## src/rtl/div_pkg.sv

```systemverilog
// Shared types and constants for the execute-stage iterative divider.
//   div_cmd_e   : operation encoding as presented on CMD_RD
//   div_state_e : sequencer states
//   DIV_ZERO_QUOTIENT / DIV_OVF_QUOTIENT : fixed results for the RISC-V special cases
package div_pkg;

  localparam int DIV_XLEN = 32;

  typedef enum logic [1:0] {
    DIV  = 2'b00,
    DIVU = 2'b01,
    REM  = 2'b10,
    REMU = 2'b11
  } div_cmd_e;

  typedef enum logic [1:0] {
    IDLE  = 2'b00,
    CALC  = 2'b01,
    FIXUP = 2'b10,
    DONE  = 2'b11
  } div_state_e;

  localparam logic [DIV_XLEN-1:0] DIV_ZERO_QUOTIENT = {DIV_XLEN{1'b1}};
  localparam logic [DIV_XLEN-1:0] DIV_OVF_QUOTIENT  = {1'b1, {(DIV_XLEN-1){1'b0}}};

endpackage

```

## src/rtl/div_ctrl.sv

```systemverilog
// Iterative radix-2 restoring divider sequencer for the execute stage.
// Accepts one DIV/DIVU/REM/REMU request, produces one quotient bit per cycle,
// applies RISC-V divide-by-zero / signed-overflow results and sign fix-up, and
// holds the registered result until the execute stage acknowledges it.
//
// Ports:
//   clk, reset             clock, asynchronous active-high reset
//   START_DIV, CMD_RD      request strobe and operation (sampled in IDLE only)
//   OP1_SE, OP2_SE         dividend, divisor (latched with START_DIV)
//   FLUSH_SM               abort to IDLE, highest priority
//   RES_ACK_SE             result consumed (honoured in DONE only)
//   BUSY_DIV, DONE_DIV     handshake status
//   RES_DIV                registered result, zero unless DONE_DIV
//
// state | meaning
// IDLE  | waiting for START_DIV
// CALC  | one restoring-division step per cycle, XLEN steps
// FIXUP | sign correction and quotient/remainder select
// DONE  | result held until RES_ACK_SE
module div_ctrl
  import div_pkg::*;
#(
  parameter int XLEN  = DIV_XLEN,
  parameter int CNT_W = $clog2(XLEN) + 1
) (
  input  logic            clk,
  input  logic            reset,
  input  logic            START_DIV,
  input  logic [1:0]      CMD_RD,
  input  logic [XLEN-1:0] OP1_SE,
  input  logic [XLEN-1:0] OP2_SE,
  input  logic            FLUSH_SM,
  input  logic            RES_ACK_SE,
  output logic            BUSY_DIV,
  output logic            DONE_DIV,
  output logic [XLEN-1:0] RES_DIV
);

  div_state_e      state_q, state_d;
  div_cmd_e        cmd;
  logic [XLEN-1:0] dvd_q, dvs_q, quo_q, rem_q, res_q;
  logic [CNT_W-1:0] cnt_q;
  logic            sel_rem_q, neg_quo_q, neg_rem_q;

  logic            is_signed, is_rem, op1_neg, op2_neg;
  logic            div_zero, ovf, last_iter;
  logic [XLEN-1:0] op1_mag, op2_mag, quo_fix, rem_fix;
  logic [XLEN:0]   shifted, diff;

  assign cmd       = div_cmd_e'(CMD_RD);
  assign is_signed = (cmd == DIV) || (cmd == REM);
  assign is_rem    = (cmd == REM) || (cmd == REMU);
  assign op1_neg   = is_signed & OP1_SE[XLEN-1];
  assign op2_neg   = is_signed & OP2_SE[XLEN-1];
  // -0x80000000 wraps to 0x80000000, which is the correct unsigned magnitude.
  assign op1_mag   = op1_neg ? -OP1_SE : OP1_SE;
  assign op2_mag   = op2_neg ? -OP2_SE : OP2_SE;
  assign div_zero  = (OP2_SE == '0);
  assign ovf       = is_signed && (OP1_SE == DIV_OVF_QUOTIENT) && (&OP2_SE);

  // Partial remainder stays below the divisor, so XLEN bits hold it between
  // steps; the shifted value and trial difference need the extra bit.
  assign shifted   = {rem_q, dvd_q[XLEN-1]};
  assign diff      = shifted - {1'b0, dvs_q};
  assign last_iter = (cnt_q == CNT_W'(XLEN - 1));

  assign quo_fix   = neg_quo_q ? -quo_q : quo_q;
  assign rem_fix   = neg_rem_q ? -rem_q : rem_q;

  always_ff @(posedge clk or posedge reset) begin
    if (reset) state_q <= IDLE;
    else       state_q <= state_d;
  end

  always_comb begin
    state_d = state_q;
    if (FLUSH_SM) begin
      state_d = IDLE;
    end else begin
      case (state_q)
        IDLE:  if (START_DIV) state_d = (div_zero || ovf) ? DONE : CALC;
        CALC:  if (last_iter) state_d = FIXUP;
        FIXUP: state_d = DONE;
        DONE:  if (RES_ACK_SE) state_d = IDLE;
        default: state_d = IDLE;
      endcase
    end
  end

  always_ff @(posedge clk or posedge reset) begin
    if (reset) begin
      dvd_q     <= '0;
      dvs_q     <= '0;
      quo_q     <= '0;
      rem_q     <= '0;
      res_q     <= '0;
      cnt_q     <= '0;
      sel_rem_q <= 1'b0;
      neg_quo_q <= 1'b0;
      neg_rem_q <= 1'b0;
    end else if (FLUSH_SM) begin
      quo_q <= '0;
      rem_q <= '0;
      res_q <= '0;
      cnt_q <= '0;
    end else begin
      case (state_q)
        IDLE: begin
          if (START_DIV) begin
            sel_rem_q <= is_rem;
            if (div_zero) begin
              res_q <= is_rem ? OP1_SE : DIV_ZERO_QUOTIENT;
            end else if (ovf) begin
              res_q <= is_rem ? '0 : DIV_OVF_QUOTIENT;
            end else begin
              dvd_q     <= op1_mag;
              dvs_q     <= op2_mag;
              quo_q     <= '0;
              rem_q     <= '0;
              cnt_q     <= '0;
              neg_quo_q <= op1_neg ^ op2_neg;
              neg_rem_q <= op1_neg;
            end
          end
        end
        CALC: begin
          rem_q <= diff[XLEN] ? shifted[XLEN-1:0] : diff[XLEN-1:0];
          quo_q <= {quo_q[XLEN-2:0], ~diff[XLEN]};
          dvd_q <= {dvd_q[XLEN-2:0], 1'b0};
          cnt_q <= cnt_q + CNT_W'(1);
        end
        FIXUP: res_q <= sel_rem_q ? rem_fix : quo_fix;
        DONE:  if (RES_ACK_SE) res_q <= '0;
        default: ;
      endcase
    end
  end

  assign BUSY_DIV = (state_q != IDLE);
  assign DONE_DIV = (state_q == DONE);
  assign RES_DIV  = res_q;

endmodule

```

## config.mk

```make
export PLATFORM = sky130hd
export DESIGN_NAME = div_ctrl
export DESIGN_NICKNAME = d
export VERILOG_FILES = /design/src/rtl/div_pkg.sv /design/src/rtl/div_ctrl.sv
export SDC_FILE = /design/constraint.sdc
export NUM_CORES = 1
export LEC_CHECK = 0
export BUFFER_PORTS_ARGS = -buffer_cell sky130_fd_sc_hd__buf_2
export CAP_MARGIN = 15
export CORE_MARGIN = 2
export CORE_UTILIZATION = 48
export DETAILED_ROUTE_END_ITERATION = 10
export PLACE_DENSITY_LB_ADDON = 0.15
export SYNTH_ARGS = -nofsm -noshare
export SYNTH_HDL_FRONTEND = slang
export SYNTH_SLANG_ARGS = --single-unit
```

## constraint.sdc

```tcl
create_clock -name clk -period 8.8 [get_ports clk]
set_input_delay 1.76 -clock clk [delete_from_list [all_inputs] [get_ports clk]]
set_output_delay 1.76 -clock clk [all_outputs]
set_load 0.02 [all_outputs]
```

Word level (Yosys, flattened, before mapping)
Index checks and enable logic that the tools add are counted.
Widths: inputs -> output; s select.

operators by class
  add/subtract/negate cells = 6
  equal/unequal tests = 16
  multiplexer cells = 36
  bitwise logic cells = 7
  reduce and logical (&&, ||, !) cells = 19

operator list
  kind                  count
  $mux 32               21
  $pmux 32 s2           3
  $neg 32->32           4
  $pmux 32 s3           1
  $sub 33x32->33        1
  $eq 32x32->1 const B  1
  $logic_not 32->1      1
  $reduce_and 32->1     1
  $mux 6                4
  $ne 3x3->1 const B    5
  $pmux 6 s2            1
  $mux 2                5
  $reduce_and 5->1      2
  $eq 2x2->1 const B    4
  $pmux 2 s4            1
  $reduce_and 4->1      2
  $add 6x1->6 const B   1
  $eq 6x5->1 const B    1
  $ne 2x2->1 const B    3
  $reduce_and 3->1      2
  $logic_not 2->1       2
  $ne 4x4->1 const B    1
  $not 1->1             4
  $reduce_bool 2->1     2
  7 further kinds       11

storage, ports and cells
  register bits = 171
  input port bits = 71
  output and inout bits = 34

Depth between registers and ports, before layout
  depth in word-level cells = 9
  depth in mapped cells = 13
  mapped depth without buffers = 12

Worst setup path after synthesis
OpenSTA, ideal clock, no wires.

  kind = input -> register
  start = in OP1_SE[11]
  end = reg res_q[6], in the netlist RES_DIV[6]
  setup time = 0.149 ns
  arrival time = 4.261 ns
  path slack = 4.390 ns
  stages = 8
  path buffers = 1
  cells stage by stage = or3_1 > or4_4 > or4_4 > o21ai_2 > a21oi_2 > a211oi_4 > buf_2 > a311oi_2

on the way
  word-level cells in the longest chain between the ends = 5

RTL lines
  item                               RTL line         source
  from (decl)                        div_ctrl.sv:30   input logic [XLEN-1:0] OP1_SE,
  $eq 32x32->1                       div_ctrl.sv:59   assign ovf = is_signed && (OP1_SE == DIV_OVF_QUOTIENT) && (&OP2_SE);
  $logic_and 1x1->1 (2 in series)    div_ctrl.sv:59
  $ne 4x4->1 (no source line)        n/a
  $reduce_and 4->1 (no source line)  n/a
  to (signal assigned)               div_ctrl.sv:112  res_q <= is_rem ? OP1_SE : DIV_ZERO_QUOTIENT;
  to (signal assigned)               div_ctrl.sv:114  res_q <= is_rem ? '0 : DIV_OVF_QUOTIENT;
  to (signal assigned)               div_ctrl.sv:132  FIXUP: res_q <= sel_rem_q ? rem_fix : quo_fix;
  to (decl)                          div_ctrl.sv:41   logic [XLEN-1:0] dvd_q, dvs_q, quo_q, rem_q, res_q;

Every way passes these cells.
A chain may end at the register's enable or synchronous reset.

Worst setup path after layout
  start = in OP2_SE[0]
  end = reg cnt_q[4]

on the way
  word-level cells in the longest chain between the ends = 4

RTL lines
  item                                 RTL line         source
  from (decl)                          div_ctrl.sv:31   input logic [XLEN-1:0] OP2_SE,
  $reduce_and 32->1                    div_ctrl.sv:59
  $logic_and 1x1->1                    div_ctrl.sv:59
  $ne 3x3->1 (no source line)          n/a
  $reduce_and 4->1 (no source line) *  n/a
  to (signal assigned)                 div_ctrl.sv:130  cnt_q <= cnt_q + CNT_W'(1);
  to (decl)                            div_ctrl.sv:42   logic [CNT_W-1:0] cnt_q;

Every way passes the cells marked *; elsewhere a longest branch is shown, timed or not.

==> impl_metrics.py <==
metrics = {
    "setup_path": {
        "path_class": "in -> reg",
        "cp.arrival_ps": 5690,
        "worst_path_largest_cell_delay_ps": 770,
        "start_kind": "primary input",
        "endpoint_kind": "register",
        "cp_slowest_cell": "a21oi_4",
        "path_max_fanout": 36,
        "cp_data_required_time_ps": 9140,
        "cp_cell_sequence": "buf_2, inv_1, ha_1, or4b_2, nor4_1, nand4_1, o21ai_2, o21ai_1, a21oi_4, buf_4, o21ai_0, o31ai_1",
    },
    "timing": {
        "skew_ps": 11.8,
        "fin_ws_ps": 3440,
        "relSlewSlack_pct": 33.1,
        "setup_tns_ps": 0,
        "min_period_ps": 5360,
        "setup_viol": 0,
        "fmax_mhz": 187,
        "final-hold-violation-count": 0,
        "report.final.slew_viol_count": 0,
        "worstMarginPinSlew_ps": 1000,
        "rsz0062_at_grt": "false",
        "period_share_pct": 60.9,
    },
    "routing": {
        "vias_per_cell": 5.99,
        "drt-pass1-iter-count": 6,
        "drt_iter0_drc": 1075,
        "wl_um": 35300,
        "wire_per_inst_um": 19.1,
        "drc": 0,
        "vias": 11102,
        "ant_nets": 0,
    },
    "grt": {
        "overflow": 0,
        "grt_pass1_wl_um": 56200,
        "grt_max_degree": 71,
        "grtUsageTotal_pct": 26.9,
        "antenna_found_initial": 0,
        "first_global_vias": 10239,
    },
    "floorplan": {
        "die-width_um": 163,
        "rows": 58,
        "initial_core_util_pct": 48.7,
        "fp.dieArea_mm2": 0.0267,
        "die_h_um": 163,
        "io_pins": 105,
        "fp.coreArea_mm2": 0.0250,
    },
    "cts": {
        "h-tree-depth": 4,
        "cts_setup_buffers": 0,
        "cts_buffers": 17,
        "clk_path_buf_depth": 2,
        "clk_latency_ps": 440,
        "clock-sinks": 171,
        "cts-root-buf": "clkbuf_16",
        "clk_pin_slew_ps": 70,
        "hold_buffers": 0,
        "cts_tree": "done",
        "ctsResizeCount": 0,
    },
    "placed_design": {
        "globalplace.congestion": 0.892,
        "portBuffers": 104,
        "dp_hpwl_um": 26100,
        "pre_cts_ws_ps": 3040,
        "place_area_mm2": 0.0129,
    },
    "yosys": {
        "synth_area_mm2": 0.0122,
        "synthCells": 1464,
        "synth-edff-count": 0,
        "syn_nets": 1578,
        "yosys_warnings": 0,
        "ys_async_sr_fraction_pct": 100,
        "synth.distinct_cells": 67,
        "synthFlopType": "dfrtp_1",
        "synth.ff_latch_count": 171,
        "yosysSeqAreaShare_pct": 35.1,
        "syn_area_per_cell_um2": 8.33,
    },
    "power_and_ir_drop": {
        "powerDensity_mw_per_mm2": 233,
        "ir_drop_mv": 0.116,
        "leakage_nw": 6.05,
    },
    "min_path": {
        "hp-class": "reg -> reg",
    },
    "job": {
        "maxCapViolCount": 0,
    },
    "status": {
        "status": "finished clean",
    },
    "layout": {
        "drive_gt1_share_pct": 12.5,
        "ff_latch_area_mm2": 0.00428,
        "n_fill_cell": 2372,
        "diodes": 0,
        "fin_util_pct": 53.9,
        "mostFrequentLayoutCell": "dfrtp_1",
        "final_area_mm2": 0.0135,
        "finalNetCount": 1624,
        "multi_input_area_mm2": 0.00737,
        "flow.area_growth_from_synthesis_pct": 10.7,
        "final_cell_mix": "171 x dfrtp_1, 166 x o21ai_0, 166 x nand2_1",
    },
}
-- logic make-up (layout without fill, tap and decap cells) --
group	after synthesis	count (layout)	synth area share, %
AO/OA/AOI/OAI	475	475	25.2
AND/OR/NAND/NOR	457	457	17.6
flip-flops	171	171	35.1
XOR/XNOR	145	145	10.4
buffers and inverters	144	202	4.83
adder cells (fa/ha/maj)	43	43	4.47
multiplexers	29	29	2.38
-- sequential cells by signal, indices dropped and copies added (netlist names) --
register	flops
state_q	2
sel_rem_q	1
dvd_q	32
rem_q	32
RES_DIV	32
quo_q	32
neg_quo_q	1
cnt_q	6
neg_rem_q	1
dvs_q	32
-- final timing paths --
check | slack (ps) | from | depth (start not counted) | end
setup / recovery | 3440 | OP2_SE[0] | 12 | cnt_q[4]
hold / removal | 480 | dvs_q[15] | 2 | dvs_q[15]
setup reg to reg | 4780 | dvd_q[31] | 13 | rem_q[1]
hold reg to reg | 480 | dvs_q[15] | 2 | dvs_q[15]
max in group asynchronous | 6180 | reset | 3 | dvs_q[13]
min in group asynchronous | 1380 | reset | 2 | quo_q[27]
-- power breakdown --
group / switching [mW] / internal [mW]
Clock: 0.341 / 0.445
Sequential: 0.0958 / 0.970
Combinational: 0.863 / 0.427
Total: 1.30 / 1.84
-- routing by layer --
metal,part of all wire (%),GRT usage (%)
met1,46,37.7
met2,46,42.3
met3,5.7,4.52
met4,3.0,9.21
met5,0,0
-- through the flow --
| stage | instances | power, mW | hold slack (ps) |
|---|---|---|---|
| 6_report | 1852 | 3.14 | 482 |
| 5_1_grt | 1852 | 3.37 | 501 |
| 4_1_cts | 1851 | 3.15 | 485 |
| 3_5_place_dp | 1820 | 2.36 | 470 |
| 3_3_place_gp | 1820 | 2.33 | 462 |
| 2_1_floorplan | 1464 | 2.05 | 449 |
-- cell type report --
| cell class | instances | share of cell area [%] |
|---|---|---|
| clock buffers | 20 | 3.46 |
| clock inverters | 11 | 1.00 |
| flip-flops and latches | 171 | 31.7 |
| repair buffers | 118 | 4.64 |
| well taps | 330 | 3.06 |
| inverters | 53 | 1.51 |
| multi-input cells | 1149 | 54.6 |
-- worst max-delay path: cells and delay by family --
family                   cells  cell delay, ps
AO/OA/AOI/OAI                5            1440
buffers and inverters        3             700
adder cells (fa/ha/maj)      1             180
AND/OR/NAND/NOR              3            1590
-- synth_stat cells (14+ instances only) --
library cell	count	area share [%]
dfrtp_1	171	35
nand2_1	166	5.1
o21ai_0	166	6.8
nor2_1	124	3.8
a21oi_1	106	4.4
xor2_1	75	5.4
xnor2_1	70	5.0
clkbuf_1	60	1.8
inv_1	52	1.6
ha_1	42	4.3
a22o_1	32	2.3
mux2i_1	29	2.4
o31ai_1	28	1.7
or3_1	28	1.4
nor3_1	25	1.0
buf_2	19	0.78
o211ai_1	18	1.1
or4_1	18	1.1
a211oi_1	17	1.0
nand3_1	16	0.66
a311oi_2	14	1.7
Note: power is estimated with default switching activity, not from simulation.
